**config.mk**
```make
export PLATFORM = sky130hd
export DESIGN_NAME = boid_pixel_writer_flat
export DESIGN_NICKNAME = d
export VERILOG_FILES = /design/src/rtl/boid_pixel_writer_if.sv /design/src/rtl/boid_pixel_writer.sv /design/src/flat_wrapper.sv
export SDC_FILE = /design/constraint.sdc
export NUM_CORES = 1
export LEC_CHECK = 0
export CORE_MARGIN = 2
export CORE_UTILIZATION = 43
export DETAILED_ROUTE_END_ITERATION = 16
export GPL_TIMING_DRIVEN = 0
export PLACE_DENSITY = 0.64
export SLEW_MARGIN = 20
export SYNTH_ARGS = -nofsm -noshare
export SYNTH_HDL_FRONTEND = slang
export SYNTH_SLANG_ARGS = --single-unit
```
**constraint.sdc**
```tcl
create_clock -name clock -period 8.6 [get_ports clock]
set_clock_uncertainty 0.1 [all_clocks]
set_input_delay 1.72 -clock clock [delete_from_list [all_inputs] [get_ports clock]]
set_output_delay 1.72 -clock clock [all_outputs]
set_load 0.01 [all_outputs]
```
**src/rtl/boid_pixel_writer_if.sv**
```systemverilog
`default_nettype none
`timescale 1ns/1ps
// boid_pixel_writer_if: coordinate handshake plus framebuffer write port.
// Rev 1.0 - initial release
interface boid_pixel_writer_if;
  logic        in_valid;
  logic        in_ready;
  logic [9:0]  x_loc;
  logic [8:0]  y_loc;
  logic        wr_en;
  logic [19:0] wr_addr;
  logic [8:0]  wr_data;
  logic        busy;
  logic        drop;

  modport master (
    output in_valid, x_loc, y_loc,
    input  in_ready, wr_en, wr_addr, wr_data, busy, drop
  );

  modport slave (
    input  in_valid, x_loc, y_loc,
    output in_ready, wr_en, wr_addr, wr_data, busy, drop
  );
endinterface
`default_nettype wire

```
**src/rtl/boid_pixel_writer.sv**
```systemverilog
`default_nettype none
`timescale 1ns/1ps
// boid_pixel_writer: erases a boid's previous pixel and draws its new one (640-wide framebuffer).
// Optional macro BOID_BOUNDS_CHECK_EN drops off-screen coordinates. Rev 1.0 - initial release
module boid_pixel_writer #(
  parameter logic [8:0] BOID_COLOR = 9'h0FF,
  parameter logic [8:0] BG_COLOR   = 9'h000
) (
  input  wire logic          clock,
  input  wire logic          reset,
  boid_pixel_writer_if.slave bif
);

  typedef enum logic [1:0] {
    S_IDLE  = 2'd0,
    S_CALC  = 2'd1,
    S_ERASE = 2'd2,
    S_DRAW  = 2'd3
  } state_t;

  state_t      r_state;
  state_t      w_state_nxt;
  logic [9:0]  r_x;
  logic [8:0]  r_y;
  logic [19:0] r_new_addr;
  logic [19:0] r_prev_addr;
  logic        r_have_prev;
  logic        r_wr_en;
  logic [19:0] r_wr_addr;
  logic [8:0]  r_wr_data;

  logic        w_accept;
  logic [19:0] w_new_addr;
  logic        w_oob;
  logic        w_wr_en_nxt;
  logic [19:0] w_wr_addr_nxt;
  logic [8:0]  w_wr_data_nxt;
  logic        w_load_prev;

  assign w_accept   = bif.in_valid && (r_state == S_IDLE);
  // 640*y as two shifts so no multiplier is inferred
  assign w_new_addr = 20'(r_x) + (20'(r_y) << 9) + (20'(r_y) << 7);

`ifdef BOID_BOUNDS_CHECK_EN
  logic r_drop;
  logic w_drop_nxt;
  assign w_oob    = (r_x >= 10'd640) || (r_y >= 9'd480);
  assign bif.drop = r_drop;
`else
  assign w_oob    = 1'b0;
  assign bif.drop = 1'b0;
`endif

  assign bif.in_ready = (r_state == S_IDLE);
  assign bif.busy     = (r_state != S_IDLE);
  assign bif.wr_en    = r_wr_en;
  assign bif.wr_addr  = r_wr_addr;
  assign bif.wr_data  = r_wr_data;

  // Write outputs are computed one state early so the registered strobe lines up with its state.
  always_comb begin
    w_state_nxt   = r_state;
    w_wr_en_nxt   = 1'b0;
    w_wr_addr_nxt = r_wr_addr;
    w_wr_data_nxt = r_wr_data;
    w_load_prev   = 1'b0;
`ifdef BOID_BOUNDS_CHECK_EN
    w_drop_nxt    = 1'b0;
`endif
    case (r_state)
      S_IDLE: begin
        if (w_accept) w_state_nxt = S_CALC;
      end
      S_CALC: begin
        if (w_oob) begin
          w_state_nxt = S_IDLE;
`ifdef BOID_BOUNDS_CHECK_EN
          w_drop_nxt  = 1'b1;
`endif
        end else begin
          w_state_nxt = S_ERASE;
          if (r_have_prev && (r_prev_addr != w_new_addr)) begin
            w_wr_en_nxt   = 1'b1;
            w_wr_addr_nxt = r_prev_addr;
            w_wr_data_nxt = BG_COLOR;
          end
        end
      end
      S_ERASE: begin
        w_state_nxt   = S_DRAW;
        w_wr_en_nxt   = 1'b1;
        w_wr_addr_nxt = r_new_addr;
        w_wr_data_nxt = BOID_COLOR;
      end
      S_DRAW: begin
        w_state_nxt = S_IDLE;
        w_load_prev = 1'b1;
      end
      default: w_state_nxt = S_IDLE;
    endcase
  end

  always_ff @(posedge clock or posedge reset) begin
    if (reset) begin
      r_state     <= S_IDLE;
      r_x         <= '0;
      r_y         <= '0;
      r_new_addr  <= '0;
      r_prev_addr <= '0;
      r_have_prev <= 1'b0;
      r_wr_en     <= 1'b0;
      r_wr_addr   <= '0;
      r_wr_data   <= '0;
    end else begin
      r_state   <= w_state_nxt;
      r_wr_en   <= w_wr_en_nxt;
      r_wr_addr <= w_wr_addr_nxt;
      r_wr_data <= w_wr_data_nxt;
      if (w_accept) begin
        r_x <= bif.x_loc;
        r_y <= bif.y_loc;
      end
      if (r_state == S_CALC) r_new_addr <= w_new_addr;
      if (w_load_prev) begin
        r_prev_addr <= r_new_addr;
        r_have_prev <= 1'b1;
      end
    end
  end

`ifdef BOID_BOUNDS_CHECK_EN
  always_ff @(posedge clock or posedge reset) begin
    if (reset) r_drop <= 1'b0;
    else       r_drop <= w_drop_nxt;
  end
`endif

endmodule
`default_nettype wire
```
**src/flat_wrapper.sv**
```systemverilog
// flat-port wrapper written by rule: the top's interface ports become plain ports
module boid_pixel_writer_flat 
#(
  parameter logic [8:0] BOID_COLOR = 9'h0FF,
  parameter logic [8:0] BG_COLOR   = 9'h000
)
  (clock, reset, bif_in_valid, bif_x_loc, bif_y_loc, bif_in_ready, bif_wr_en, bif_wr_addr, bif_wr_data, bif_busy, bif_drop);
  boid_pixel_writer_if bif_i ();
  input  wire logic clock;
  input  wire logic reset;
  input wire logic [$bits(bif_i.in_valid)-1:0] bif_in_valid;
  input wire logic [$bits(bif_i.x_loc)-1:0] bif_x_loc;
  input wire logic [$bits(bif_i.y_loc)-1:0] bif_y_loc;
  output wire logic [$bits(bif_i.in_ready)-1:0] bif_in_ready;
  output wire logic [$bits(bif_i.wr_en)-1:0] bif_wr_en;
  output wire logic [$bits(bif_i.wr_addr)-1:0] bif_wr_addr;
  output wire logic [$bits(bif_i.wr_data)-1:0] bif_wr_data;
  output wire logic [$bits(bif_i.busy)-1:0] bif_busy;
  output wire logic [$bits(bif_i.drop)-1:0] bif_drop;
  assign bif_i.in_valid = bif_in_valid;
  assign bif_i.x_loc = bif_x_loc;
  assign bif_i.y_loc = bif_y_loc;
  assign bif_in_ready = bif_i.in_ready;
  assign bif_wr_en = bif_i.wr_en;
  assign bif_wr_addr = bif_i.wr_addr;
  assign bif_wr_data = bif_i.wr_data;
  assign bif_busy = bif_i.busy;
  assign bif_drop = bif_i.drop;
  boid_pixel_writer #(.BOID_COLOR(BOID_COLOR), .BG_COLOR(BG_COLOR)) u_core (.clock(clock), .reset(reset), .bif(bif_i));
endmodule
```
==> metrics.md <==
| Metric | Value |
|---|---|
| Synthesized flop and latch total | 84 |
| P_sw | 1.107 mW |
| Asr flop ratio synth | between 90% and 100% |
| Placed cells | between 500 and 600 |
| Vias per cell | between 5 and 6 |
| Crit path max-delay family | compound AO/OA/AOI/OAI gates |
| Reg area | ~2100 µm² |
| Slew HR | between 50% and 60% |
| First-pass GRT wire length | between 15 and 20 mm |
| Gate Count Post-Synth | 409 |
| Row Count | 37 |
| Total Power | approximately 2.6 mW |
| Worst Hold Class | reg -> reg |
| Pint | 1.520 mW |
| Multi-input combinational cell area | between 2000 and 2500 µm² |
| CTS Buf Count | 9 |
| CTS tree | done |
| Period utilization | approximately 53% |
| Placer Congestion | 0.8520 |
| Distinct cells, synth | 54 |
| Total track usage | around a fifth |
| Port buffer count | 52 |
| Design area | ~5500 µm² |
| Die Wd | 107.1 µm |
| CP endpoint kind | flip-flop |
| Post-DP HPWL | roughly 7.3 mm |
| Peak supply drop | 208.2 µV |
| Final design utilization | a little over half |
| CP max-delay cell | o41ai_4 |
| Seq/Total Area, Yosys | 46.03% |
| Setup_tns | 0 ns |
| Final setup vio count | 0 |
| Synth warn | 0 |
| 1st-iter DRT viols | roughly 170 |
| Clk Latency, worst-skew pair | approximately 0.37 ns |
| Leakage power | 2.310 nW |
| Initial antenna violation count | 0 |
| Vias in the first global route | ~3300 |
| CTS root buf | clkbuf_8 |
| Core area | approximately 10000 µm² |
| Post-CTS sizing | 0 |
| F_max | 0.2211 GHz |
| Clk slew on worst S/H paths | ~0.08 ns |
| Top Ports | 55 |
| DRT Pass-1 Iters | 4 |
| Critical path data arrival time | ~4.7 ns |
| CTS Hold Bufs | 0 |
| Ant. Diodes | 0 |
| PwrDens | about 480 nW/µm² |
| Share of cells above drive strength 1 | a little under 20% |
| CTS sink count | 84 |
| Die H | about 110 µm |
| Worst path required time | between 8 and 9 ns |
| Hold Fails Final Rpt | 0 |
| Final nets | between 500 and 600 |
| Setup Buffers After CTS | 0 |
| Fillcell total | roughly 910 |
| Synthesis-to-layout area growth | 20.14% |
| Post-synth EDFFs | 0 |
| Largest net degree at the start of global routing | 60 |
| Primary FF master, synth | dfrtp_1 |
| Initial Util | around 44% |
| Routed WL per cell | roughly 16 µm |
| CP max stage delay | roughly 0.54 ns |
| CP startpoint kind | flip-flop |
| Worst-path maximum fanout | 10 |
| Post-placement cell area | approximately 5300 µm² |
| Mapped cell area | 4567 µm² |
| Drt total wl | 10.07 mm |
| DR DRC count | 0 |
| Combinational share of power | 59.8% |
| WP buf/inv | 1 |
| CP cell instances | ha_1 > ha_1 > nand3_1 > xnor2_1 > ha_1 > nand3_1 > or3_1 > a21oi_2 > o221ai_1 > a21o_1 > o41ai_4 > buf_2 > a21oi_1 > a221o_1 |
| Most used cell, CP | ha_1 |
| Antenna-violating nets left | 0 |
| Die area | roughly 11000 µm² |
| Min Tclk post-route | between 4 and 5 ns |
| Slew Viols, Final | 0 |
| Grt ovf | 0 |
| Mean area per synthesized cell | between 10 and 15 µm² |
| H-tree levels | 3 |
| Clock power frac | a little over a tenth |
| Slew @ Worst Pin | a little under 0.7 ns |
| Reg power frac | between 20% and 30% |
| Max-cap violation count | 0 |
| WS Path Type | reg -> reg |
| Vias | about 3300 |
| Unrepaired setup endpoints after global routing | false |
| Post-Layout Cell Count | a little over 600 |
| Switching share of total power | 42.14% |
| Status | finished, final reports clean |
| CTS max path bufs | 2 |
-- cell usage in the layout (no fill, tap or decap), types with 4 or more instances in the layout --
| cell | instances |
|---|---|
| dfrtp_1 | 84 |
| mux2_2 | 54 |
| clkdlybuf4s50_1 | 52 |
| nand2_1 | 34 |
| a21oi_1 | 30 |
| xnor2_1 | 21 |
| a221o_1 | 20 |
| ha_1 | 16 |
| clkbuf_1 | 14 |
| o21ai_0 | 13 |
| nor2_1 | 13 |
| xor2_1 | 10 |
| buf_4 | 10 |
| clkbuf_8 | 10 |
| inv_1 | 7 |
| nor2b_1 | 6 |
| nand3_1 | 6 |
| buf_2 | 5 |
| and2_1 | 5 |
| nand4_1 | 5 |
| buf_1 | 4 |
| o2bb2ai_1 | 4 |
| a21o_1 | 4 |
-- stage by stage --
| step | hold WS, ns | setup WS [ns] |
|---|---|---|
| floorplan | 0.3764 | 4.615 |
| global placement | 0.3970 | 3.320 |
| detailed placement | 0.4045 | 4.175 |
| CTS | 0.4227 | 4.154 |
| global route | 0.4343 | 3.853 |
| finish | 0.4173 | 4.077 |
-- worst paths after layout --
| path | from | endpoint | slack [ns] | cells after the start |
|---|---|---|---|---|
| worst max-delay path | u_core.r_y[0] | u_core.bif.wr_addr[0] | 4.08 | 14 |
| worst min-delay path | u_core.r_x[9] | u_core.r_x[9] | 0.42 | 1 |
| worst max register to register | u_core.r_y[0] | u_core.bif.wr_addr[0] | 4.08 | 14 |
| worst min register to register | u_core.r_x[9] | u_core.r_x[9] | 0.42 | 1 |
| max in group asynchronous | reset | u_core.r_new_addr[16] | 6.23 | 3 |
| min in group asynchronous | reset | u_core.r_prev_addr[9] | 1.57 | 2 |
-- area by class of cell --
class	count	area share, %
inverters	8	0.5929
repair buffers	53	9.989
clock buffers	13	2.714
flip-flops and latches	84	38.31
plain buffers	30	2.851
well taps	136	3.101
multi-input cells	288	41.60
clock inverters	3	0.8438
-- flip-flops by register name, summed over array words and instances, names as in the netlist --
name	flops
u_core.r_x	10
u_core.r_state	2
u_core.r_have_prev	1
u_core.bif.wr_en	1
u_core.r_prev_addr	20
u_core.r_new_addr	20
u_core.bif.wr_data	1
u_core.bif.wr_addr	20
u_core.r_y	9
-- synth_stat cells, types with 2 or more instances --
master,count,area share [%]
a2111oi_0,2,0.38
a21o_1,4,0.66
a21oi_1,30,3.3
a221o_1,20,4.4
a31oi_1,2,0.27
and2_1,5,0.68
and3_1,3,0.41
and4b_1,2,0.44
buf_1,4,0.33
buf_2,5,0.55
buf_4,10,1.6
clkbuf_1,11,0.90
dfrtp_1,84,46
ha_1,16,4.4
inv_1,8,0.66
mux2_2,54,13
mux2i_1,3,0.66
nand2_1,34,2.8
nand3_1,6,0.66
nand4_1,5,0.68
nor2_1,13,1.1
nor2b_1,6,0.82
nor3_1,2,0.22
o211ai_1,3,0.49
o21ai_0,13,1.4
o21bai_1,2,0.33
o2bb2ai_1,4,0.77
or2_2,3,0.41
xnor2_1,21,4.0
xor2_1,10,1.9
-- per-layer routing --
layer / wire length [µm] / global-route usage [%] / vias to the layer above
li1: - / - / 1607
met1: 4895 / 26.51 / 1581
met2: 4531 / 28.98 / 81
met3: 447 / 2.675 / 13
met4: 200 / 8.071 / 0
met5: 0 / 0 / -
-- power groups by stage --
stage	Clock [mW]	Combinational [mW]	Sequential [mW]
global route	0.311	1.74	0.797
floorplan	0	1.15	0.747
global placement	0	1.53	0.765
CTS	0.294	1.57	0.766
finish	0.289	1.57	0.766
detailed placement	0	1.56	0.774
-- logic make-up after synthesis --
family	Yosys count	share of synthesized area, %
and+or+nand+nor	88	9.672
AOI/OAI and AO/OA	92	15.07
other	1	0.08211
adders and majority gates	17	4.822
buffers and inverters	38	4.082
DFF	84	46.03
xor gates and xnor gates	31	5.945
muxes	58	14.30
Note: power is estimated with default switching activity, not from simulation.
